<file path="config.mk">
export PLATFORM = sky130hd
export DESIGN_NAME = tff_toggle_scheduler_flat
export DESIGN_NICKNAME = d
export VERILOG_FILES = /design/src/rtl/tff_toggle_scheduler_pkg.sv /design/src/rtl/tff_toggle_scheduler_if.sv /design/src/rtl/tff_toggle_scheduler_rr_arbiter4.sv /design/src/rtl/tff_toggle_scheduler.sv /design/src/flat_wrapper.sv
export SDC_FILE = /design/constraint.sdc
export NUM_CORES = 1
export LEC_CHECK = 0
export BUFFER_PORTS_ARGS = -buffer_cell sky130_fd_sc_hd__buf_2
export CAP_MARGIN = 20
export CORE_ASPECT_RATIO = 0.6
export CORE_MARGIN = 2
export CORE_UTILIZATION = 35
export DETAILED_ROUTE_END_ITERATION = 8
export GPL_ROUTABILITY_DRIVEN = 0
export SLEW_MARGIN = 20
export SYNTH_ARGS = -nofsm -noshare
export SYNTH_HDL_FRONTEND = slang
export SYNTH_SLANG_ARGS = --single-unit
</file>
<file path="constraint.sdc">
create_clock -name clk -period 3.9 [get_ports clk]
set_input_delay 0.78 -clock clk [delete_from_list [all_inputs] [get_ports clk]]
set_output_delay 0.78 -clock clk [all_outputs]
set_load 0.01 [all_outputs]
</file>
<file path="src/rtl/tff_toggle_scheduler_pkg.sv">
// rtl/tff_toggle_scheduler_pkg.sv - shared constants and enums for the toggle scheduler
package tff_toggle_scheduler_pkg;

    localparam int NREQ = 4;

    typedef enum logic [1:0] {
        OP_HOLD   = 2'b00,
        OP_TOGGLE = 2'b01,
        OP_CLEAR  = 2'b10,
        OP_SET    = 2'b11
    } op_t;

    typedef enum logic {
        ST_RUN  = 1'b0,
        ST_LOCK = 1'b1
    } state_t;

endpackage

</file>
<file path="src/rtl/tff_toggle_scheduler_if.sv">
// rtl/tff_toggle_scheduler_if.sv - request/grant and status bundle of the toggle scheduler
interface tff_toggle_scheduler_if;
    import tff_toggle_scheduler_pkg::*;

    logic [NREQ-1:0]   req_val;
    logic [2*NREQ-1:0] req_op;
    logic [NREQ-1:0]   req_rdy;
    logic              q;
    logic [3:0]        tog_count;
    logic [1:0]        last_grant;
    logic              locked;

    modport master (
        output req_val, req_op,
        input  req_rdy, q, tog_count, last_grant, locked
    );

    modport slave (
        input  req_val, req_op,
        output req_rdy, q, tog_count, last_grant, locked
    );
endinterface

</file>
<file path="src/rtl/tff_toggle_scheduler_rr_arbiter4.sv">
// rtl/tff_toggle_scheduler_rr_arbiter4.sv - four-way combinational round-robin grant
module rr_arbiter4
    import tff_toggle_scheduler_pkg::*;
(
    input  logic [NREQ-1:0] req,
    input  logic [1:0]      ptr,
    output logic [NREQ-1:0] gnt
);

    logic [1:0] idx;
    logic       found;

    // Search upward from ptr; the 2-bit index wraps 3 -> 0 naturally.
    always_comb begin
        gnt   = '0;
        found = 1'b0;
        idx   = 2'd0;
        for (int k = 0; k < NREQ; k++) begin
            idx = ptr + k[1:0];
            if (req[idx] && !found) begin
                gnt[idx] = 1'b1;
                found    = 1'b1;
            end
        end
    end

endmodule

</file>
<file path="src/rtl/tff_toggle_scheduler.sv">
// rtl/tff_toggle_scheduler.sv - round-robin scheduler driving one shared toggle flip-flop
module tff_toggle_scheduler
    import tff_toggle_scheduler_pkg::*;
(
    input  logic                    clk,
    input  logic                    reset,
    tff_toggle_scheduler_if.slave   bus
);

    state_t          state, state_nx;
    logic [1:0]      ptr, ptr_nx;
    logic            q_r, q_nx;
    logic [3:0]      cnt_r, cnt_nx;
    logic [1:0]      last_r, last_nx;
    logic [NREQ-1:0] gnt;
    logic [NREQ-1:0] rdy;
    logic [1:0]      idx;
    logic            xfer;
    op_t             op;

    rr_arbiter4 u_arb (
        .req (bus.req_val),
        .ptr (ptr),
        .gnt (gnt)
    );

    always_comb begin
        rdy      = '0;
        idx      = 2'd0;
        xfer     = 1'b0;
        op       = OP_HOLD;
        q_nx     = q_r;
        cnt_nx   = cnt_r;
        ptr_nx   = ptr;
        last_nx  = last_r;
        state_nx = ST_RUN;

        // Grants are masked while reset is held so nothing leaks out during reset.
        if (reset && state == ST_RUN)
            rdy = gnt;

        for (int i = 0; i < NREQ; i++)
            if (rdy[i]) idx = i[1:0];

        xfer = |(rdy & bus.req_val);
        op   = op_t'(bus.req_op[{idx, 1'b0} +: 2]);

        if (state == ST_RUN && xfer) begin
            unique case (op)
                OP_HOLD:   q_nx = q_r;
                OP_TOGGLE: q_nx = ~q_r;
                OP_CLEAR:  q_nx = 1'b0;
                OP_SET:    q_nx = 1'b1;
            endcase
            ptr_nx  = idx + 2'd1;
            last_nx = idx;
            if (op == OP_CLEAR || op == OP_SET)
                state_nx = ST_LOCK;
        end

        if (q_nx != q_r && cnt_r != 4'hf)
            cnt_nx = cnt_r + 4'd1;
    end

    always_ff @(posedge clk or negedge reset) begin
        if (!reset) begin
            state  <= ST_RUN;
            ptr    <= 2'd0;
            q_r    <= 1'b0;
            cnt_r  <= 4'd0;
            last_r <= 2'd0;
        end else begin
            state  <= state_nx;
            ptr    <= ptr_nx;
            q_r    <= q_nx;
            cnt_r  <= cnt_nx;
            last_r <= last_nx;
        end
    end

    assign bus.req_rdy    = rdy;
    assign bus.q          = q_r;
    assign bus.tog_count  = cnt_r;
    assign bus.last_grant = last_r;
    assign bus.locked     = (state == ST_LOCK);

endmodule
</file>
<file path="src/flat_wrapper.sv">
// flat-port wrapper written by rule: the top's interface ports become plain ports
module tff_toggle_scheduler_flat import tff_toggle_scheduler_pkg::*;
  (clk, reset, bus_req_val, bus_req_op, bus_req_rdy, bus_q, bus_tog_count, bus_last_grant, bus_locked);
  tff_toggle_scheduler_if bus_i ();
  input  logic clk;
  input  logic reset;
  input wire logic [$bits(bus_i.req_val)-1:0] bus_req_val;
  input wire logic [$bits(bus_i.req_op)-1:0] bus_req_op;
  output wire logic [$bits(bus_i.req_rdy)-1:0] bus_req_rdy;
  output wire logic [$bits(bus_i.q)-1:0] bus_q;
  output wire logic [$bits(bus_i.tog_count)-1:0] bus_tog_count;
  output wire logic [$bits(bus_i.last_grant)-1:0] bus_last_grant;
  output wire logic [$bits(bus_i.locked)-1:0] bus_locked;
  assign bus_i.req_val = bus_req_val;
  assign bus_i.req_op = bus_req_op;
  assign bus_req_rdy = bus_i.req_rdy;
  assign bus_q = bus_i.q;
  assign bus_tog_count = bus_i.tog_count;
  assign bus_last_grant = bus_i.last_grant;
  assign bus_locked = bus_i.locked;
  tff_toggle_scheduler u_core (.clk(clk), .reset(reset), .bus(bus_i));
endmodule
</file>
=== After elaboration in Yosys (flattened, before gate mapping) ===
Index checks and enable logic that the tools add are counted.

* Flip-flop bits (word level): 10
* Bits of input ports: 14

* Add/subtract/negate cells: 5
* Order comparisons: 8
* Eq/ne operators: 5
* Shift-type cells: 1
* Multiplexer cells: 31
* Bitwise logic cells: 6
* Reduce and logical (&&, ||, !) cells: 16

{| class="wikitable"
|+ Operator list
! kind !! count
|-
| $mux 4 || 5
|-
| $mux 1 || 15
|-
| $lt 2x3->1 const B || 4
|-
| $or 4x4->4 || 3
|-
| $logic_and 1x1->1 || 10
|-
| $bmux 1 s2 || 4
|-
| $demux 1 s2 || 4
|-
| $ge 2x1->1 const B || 4
|-
| $shiftx 8x4->2 || 1
|-
| $add 2x1->2 const B || 2
|-
| $add 2x2->2 const B || 2
|-
| $add 4x1->4 const B || 1
|-
| $and 4x4->4 || 1
|-
| $eq 2x2->1 const B || 2
|-
| $mux 2 || 2
|-
| $ne 4x4->1 const B || 1
|-
| $pmux 1 s4 || 1
|-
| $reduce_or 4->1 || 1
|-
| $logic_not 1->1 || 3
|-
| $eq 2x1->1 const B || 1
|-
| $logic_not 2->1 || 1
|-
| $not 1->1 || 2
|-
| $logic_or 1x1->1 || 1
|-
| $ne 1x1->1 || 1
|}

=== Depth between registers and ports, before layout ===
* Depth after elaboration: 22
* Gate-level depth with buffers: 13
* Depth with buffers taken out: 12

=== By module ===
Synthesis repeated with hierarchy kept, for this count alone.

* Cell total of the unflattened synthesis: 97
* Area total of the unflattened synthesis: 979.7 sq um

{| class="wikitable"
|+ Modules (own cells, without submodules)
! module !! instances !! cells an instance !! area an instance (sq um)
|-
| tff_toggle_scheduler || 1 || 61 || 641.9
|-
| rr_arbiter4 || 1 || 36 || 337.8
|}

=== Least setup slack after synthesis ===
OpenSTA, ideal clock, no wires.

* Path kind: register to register
* From: reg u_core.ptr[0]
* To: reg u_core.cnt_r[1] (netlist: u_core.bus.tog_count[1])
* Library setup time: 0.128 ns
* Arrival: 3.409 ns
* Setup slack: 0.364 ns
* Cell stages (with the launch flop): 13
* Path buffers: 1
* Clock period less this slack: 3.536 ns
* Cell sequence: dfrtp_1 > buf_4 > inv_1 > ha_1 > and2b_2 > a32o_1 > o21a_2 > o41ai_4 > nand2_1 > o311a_1 > xnor2_1 > a311oi_2 > mux2_1

* Longest elaborated chain between the ends: 22
* Elaborated cells on any way between the ends: 63
* Those cells by class: add/sub: 3; order compare: 8; eq/ne: 4; shift: 1; mux: 29; bitwise: 4; reduce/logical: 14

{| class="wikitable"
|+ RTL lines
! item !! RTL line !! text
|-
| from (decl) || tff_toggle_scheduler.sv:11 || <nowiki>logic [1:0] ptr, ptr_nx;</nowiki>
|-
| from (signal assigned) || tff_toggle_scheduler.sv:74 || <nowiki>ptr <= ptr_nx;</nowiki>
|-
| parallel branches: the longest is 11 deep, another holds $lt 2x3->1 || -- ||
|-
| $mux 4 (*) || tff_toggle_scheduler_rr_arbiter4.sv:20 || <nowiki>if (req[idx] && !found) begin</nowiki>
|-
| $mux 4 (*) || tff_toggle_scheduler.sv:39 || <nowiki>if (reset && state == ST_RUN)</nowiki>
|-
| $mux 1 || tff_toggle_scheduler.sv:43 || <nowiki>if (rdy[i]) idx = i[1:0];</nowiki>
|-
| $mux 2 (2 in a row) || tff_toggle_scheduler.sv:43 ||
|-
| $shiftx 8x4->2 || tff_toggle_scheduler.sv:46 || <nowiki>op = op_t'(bus.req_op[{idx, 1'b0} +: 2]);</nowiki>
|-
| $eq 2x2->1, or another cell as far along || tff_toggle_scheduler.sv:49 || <nowiki>unique case (op)</nowiki>
|-
| $pmux 1 s4 || tff_toggle_scheduler.sv:49 ||
|-
| $mux 1 (*) || tff_toggle_scheduler.sv:48 || <nowiki>if (state == ST_RUN && xfer) begin</nowiki>
|-
| $ne 1x1->1 (*) || tff_toggle_scheduler.sv:61 || <nowiki>if (q_nx != q_r && cnt_r != 4'hf)</nowiki>
|-
| $logic_and 1x1->1 (*) || tff_toggle_scheduler.sv:61 ||
|-
| to (signal assigned) || tff_toggle_scheduler.sv:76 || <nowiki>cnt_r <= cnt_nx;</nowiki>
|-
| to (decl) || tff_toggle_scheduler.sv:13 || <nowiki>logic [3:0] cnt_r, cnt_nx;</nowiki>
|}

Mark *: on every way between the ends. The select of a mux whose other input is x is not followed.
A chain may end at the register's enable or synchronous reset.

=== Worst setup path in the final report ===
* From: reg u_core.ptr[1]
* To: reg u_core.cnt_r[1] (netlist: u_core.bus.tog_count[1])

The elaborated chain is that of the path after synthesis.

==> metrics.txt <==
via count 1010; final worst slack between 200 and 250 ps; DRT iter0 DRCs 62; clock-pin slew on the worst setup and hold paths 50 ps; PwrDens around 730 nW/um^2; synth unique cells 60; NumNets Final 161; critical path type flop to flop; Residual DRC 0; Cell Area, Placed 1294 um^2; Fmax between 0.2 and 0.3 GHz; Cells after Synth 110; Die X-Extent a little under 80 um; Worst-Skew Late Latency ~240 ps; num ports 26; Max Root-Sink Buffers 2; vias in the first global route between 800 and 900; TritonCTS Buffers 3; Tot Pwr 0.9911 mW; Yosys reg bits 10; Synth top cells by count dfrtp_1 (10), ha_1 (8), nand2_1 (6); Core Box Area a little under 3000 um^2; top-count cell post-synth dfrtp_1; crit path time final about 3700 ps; Top FF cell, synth dfrtp_1; asr flop ratio synth between 90% and 100%; drt pass-1 iters 4; leak pwr a little over 0.6 nW; area leader, netlist dfrtp_1; Mapped Avg Cell Area approximately 10 um^2; CP Capture Type flop; Peak VDD IR around 360 uV; final instance area around 1400 um^2; worst-margin pin slew ~630 ps; Final Hold Viols 0; CTS tree done; share of cells above drive strength 1 ~38%; Via density around 5.6; # setup viols final 0; multi-input logic area 833.3 um^2; initial antenna violation count 0; Routed WL per cell around 16 um; Critical Path Fanout Max 7; Post-CTS Repair Setup Buffers 0; Area growth, synth to finish 20.69%; clk_skew ~7.4 ps; RSZ-0062 raised after global routing false; sequential share of the synthesized area ~22%; Die Ht ~48 um; Mapped Area around 1100 um^2; largest net degree at the start of global routing 16; Port-buffer cells 25; CTS Sinks 10; Startpoint Class flop; EDFF count, synth 0; Critical Path RT between 4000 and 5000 ps; Slew Limit Headroom 58.01%; setup TNS 0 ps; die area approximately 3700 um^2; CTS root buffer clkbuf_8; dominant cells by area after synthesis dfrtp_1 (22%), ha_1 (8.9%), mux2_1 (3.0%); Initial Utilization ~38%; # hold bufs at CTS 0; Tcrit/Tclk final 94.74%; Place WS 117.2 ps; max cap viols 0; sequential cell area around 250 um^2; status completed; Slew Viols, Final 0; Synthesized Nets 132; top-area cell type share of the netlist area approximately 22%; critical path arrival between 3000 and 4000 ps; GR Util All Layers 15.06%; min-delay worst type input pin to async pin; final WL 2814 um; H-tree Lvls 1; post-route ant nets 0; YS warnings 0; DPL Wire Length approximately 2200 um; total grt overflow 0; Cell Rows 15; fill count ~300; hold_ws around 400 ps; reg2reg setup slack approximately 210 ps; Antenna Diode Count 0; wire length of the first global-routing pass 4250 um
report_power, final:
group,switching [mW],internal [mW]
Clock,0.0435,0.0890
Combinational,0.379,0.293
Sequential,0.0374,0.149
Total,0.460,0.531
logic make-up (layout without fill, tap and decap cells):
kind of cell    count (synthesis)  count (layout)  synth area share, %
flops                          10              10                22.25
simple gates                   38              38                22.58
compound gates                 32              32                27.37
mux                            10              10                12.12
xor+xnor                        3               3                2.336
buf+inv                         9              37                4.449
fa+ha+maj                       8               8                8.899
layer usage:
layer	track usage [%]	share of wire [%]	routed length [um]	vias to the layer above
met2	23.48	44	1246	35
met3	6.038	7.7	218	6
met5	0	0	0	-
met4	2.143	1.0	29	0
li1	-	-	-	487
met1	20.43	47	1319	482
worst max-delay path, stage by stage, from the launching register on:
cell and delay (ps):
dfrtp_1 380, inv_1 190, ha_1 340, and2b_2 220, a32o_1 280, o21a_2 280, o41ai_4 500, nand2_1 170
o311a_1 390, xnor2_1 180, a311oi_2 290, mux2_1 360
path summary, 6_finish.rpt:
path,endpoint,startpoint,cells past startpoint
worst max-delay path,u_core.bus.tog_count[1],u_core.ptr[1],11
worst min-delay path,u_core.bus.q,reset,1
worst max register to register,u_core.bus.tog_count[1],u_core.ptr[1],11
worst min register to register,u_core.bus.last_grant[1],u_core.bus.last_grant[1],1
max in group asynchronous,u_core.bus.tog_count[3],reset,1
min in group clk,u_core.bus.last_grant[1],u_core.bus.last_grant[1],1
area by class of cell:
class	count	share of cell area [%]
clock buffer	4	4.055
sequential	10	18.43
multi-input combinational	91	61.38
tap	42	3.871
timing repair buffer	28	10.88
inverter	5	1.382
flip-flops by register name, summed over array words and instances, names as in the netlist:
name and cells:
u_core.bus.tog_count 4, u_core.bus.q 1, u_core.bus.last_grant 2, u_core.bus.locked 1, u_core.ptr 2
through the flow:
stage / std cells / util, %
after floorplan: 110 / -
after global placement: 176 / 43.63
after detailed placement: 176 / 43.63
after CTS: 180 / 45.49
after global routing: 180 / 45.78
final: 180 / 45.78
cells in the final DEF, fill, tap and decap left out, drive strengths merged, types with 2 or more instances in the layout:
cell type	netlist	final
buf	4	28
or2b	2	2
o21ai	8	8
a311oi	2	2
ha	8	8
a211oi	2	2
nand4bb	2	2
nor2b	3	3
nand3	5	5
nand2	6	6
nand2b	2	2
and2b	2	2
dfrtp	10	10
a21boi	2	2
a22oi	2	2
nor3b	2	2
mux4	2	2
inv	5	5
xnor2	2	2
mux2i	2	2
nor2	3	3
mux2	6	6
nor3	3	3
clkbuf	0	4
a221oi	2	2
nand4	2	2
what timing repair did:
action | CTS | global route
resized for setup | 0 | 1
endpoints found under the setup margin | 0 | 1
endpoints found under the hold margin | 0 | 0
Power figures use the tool's default switching activity.
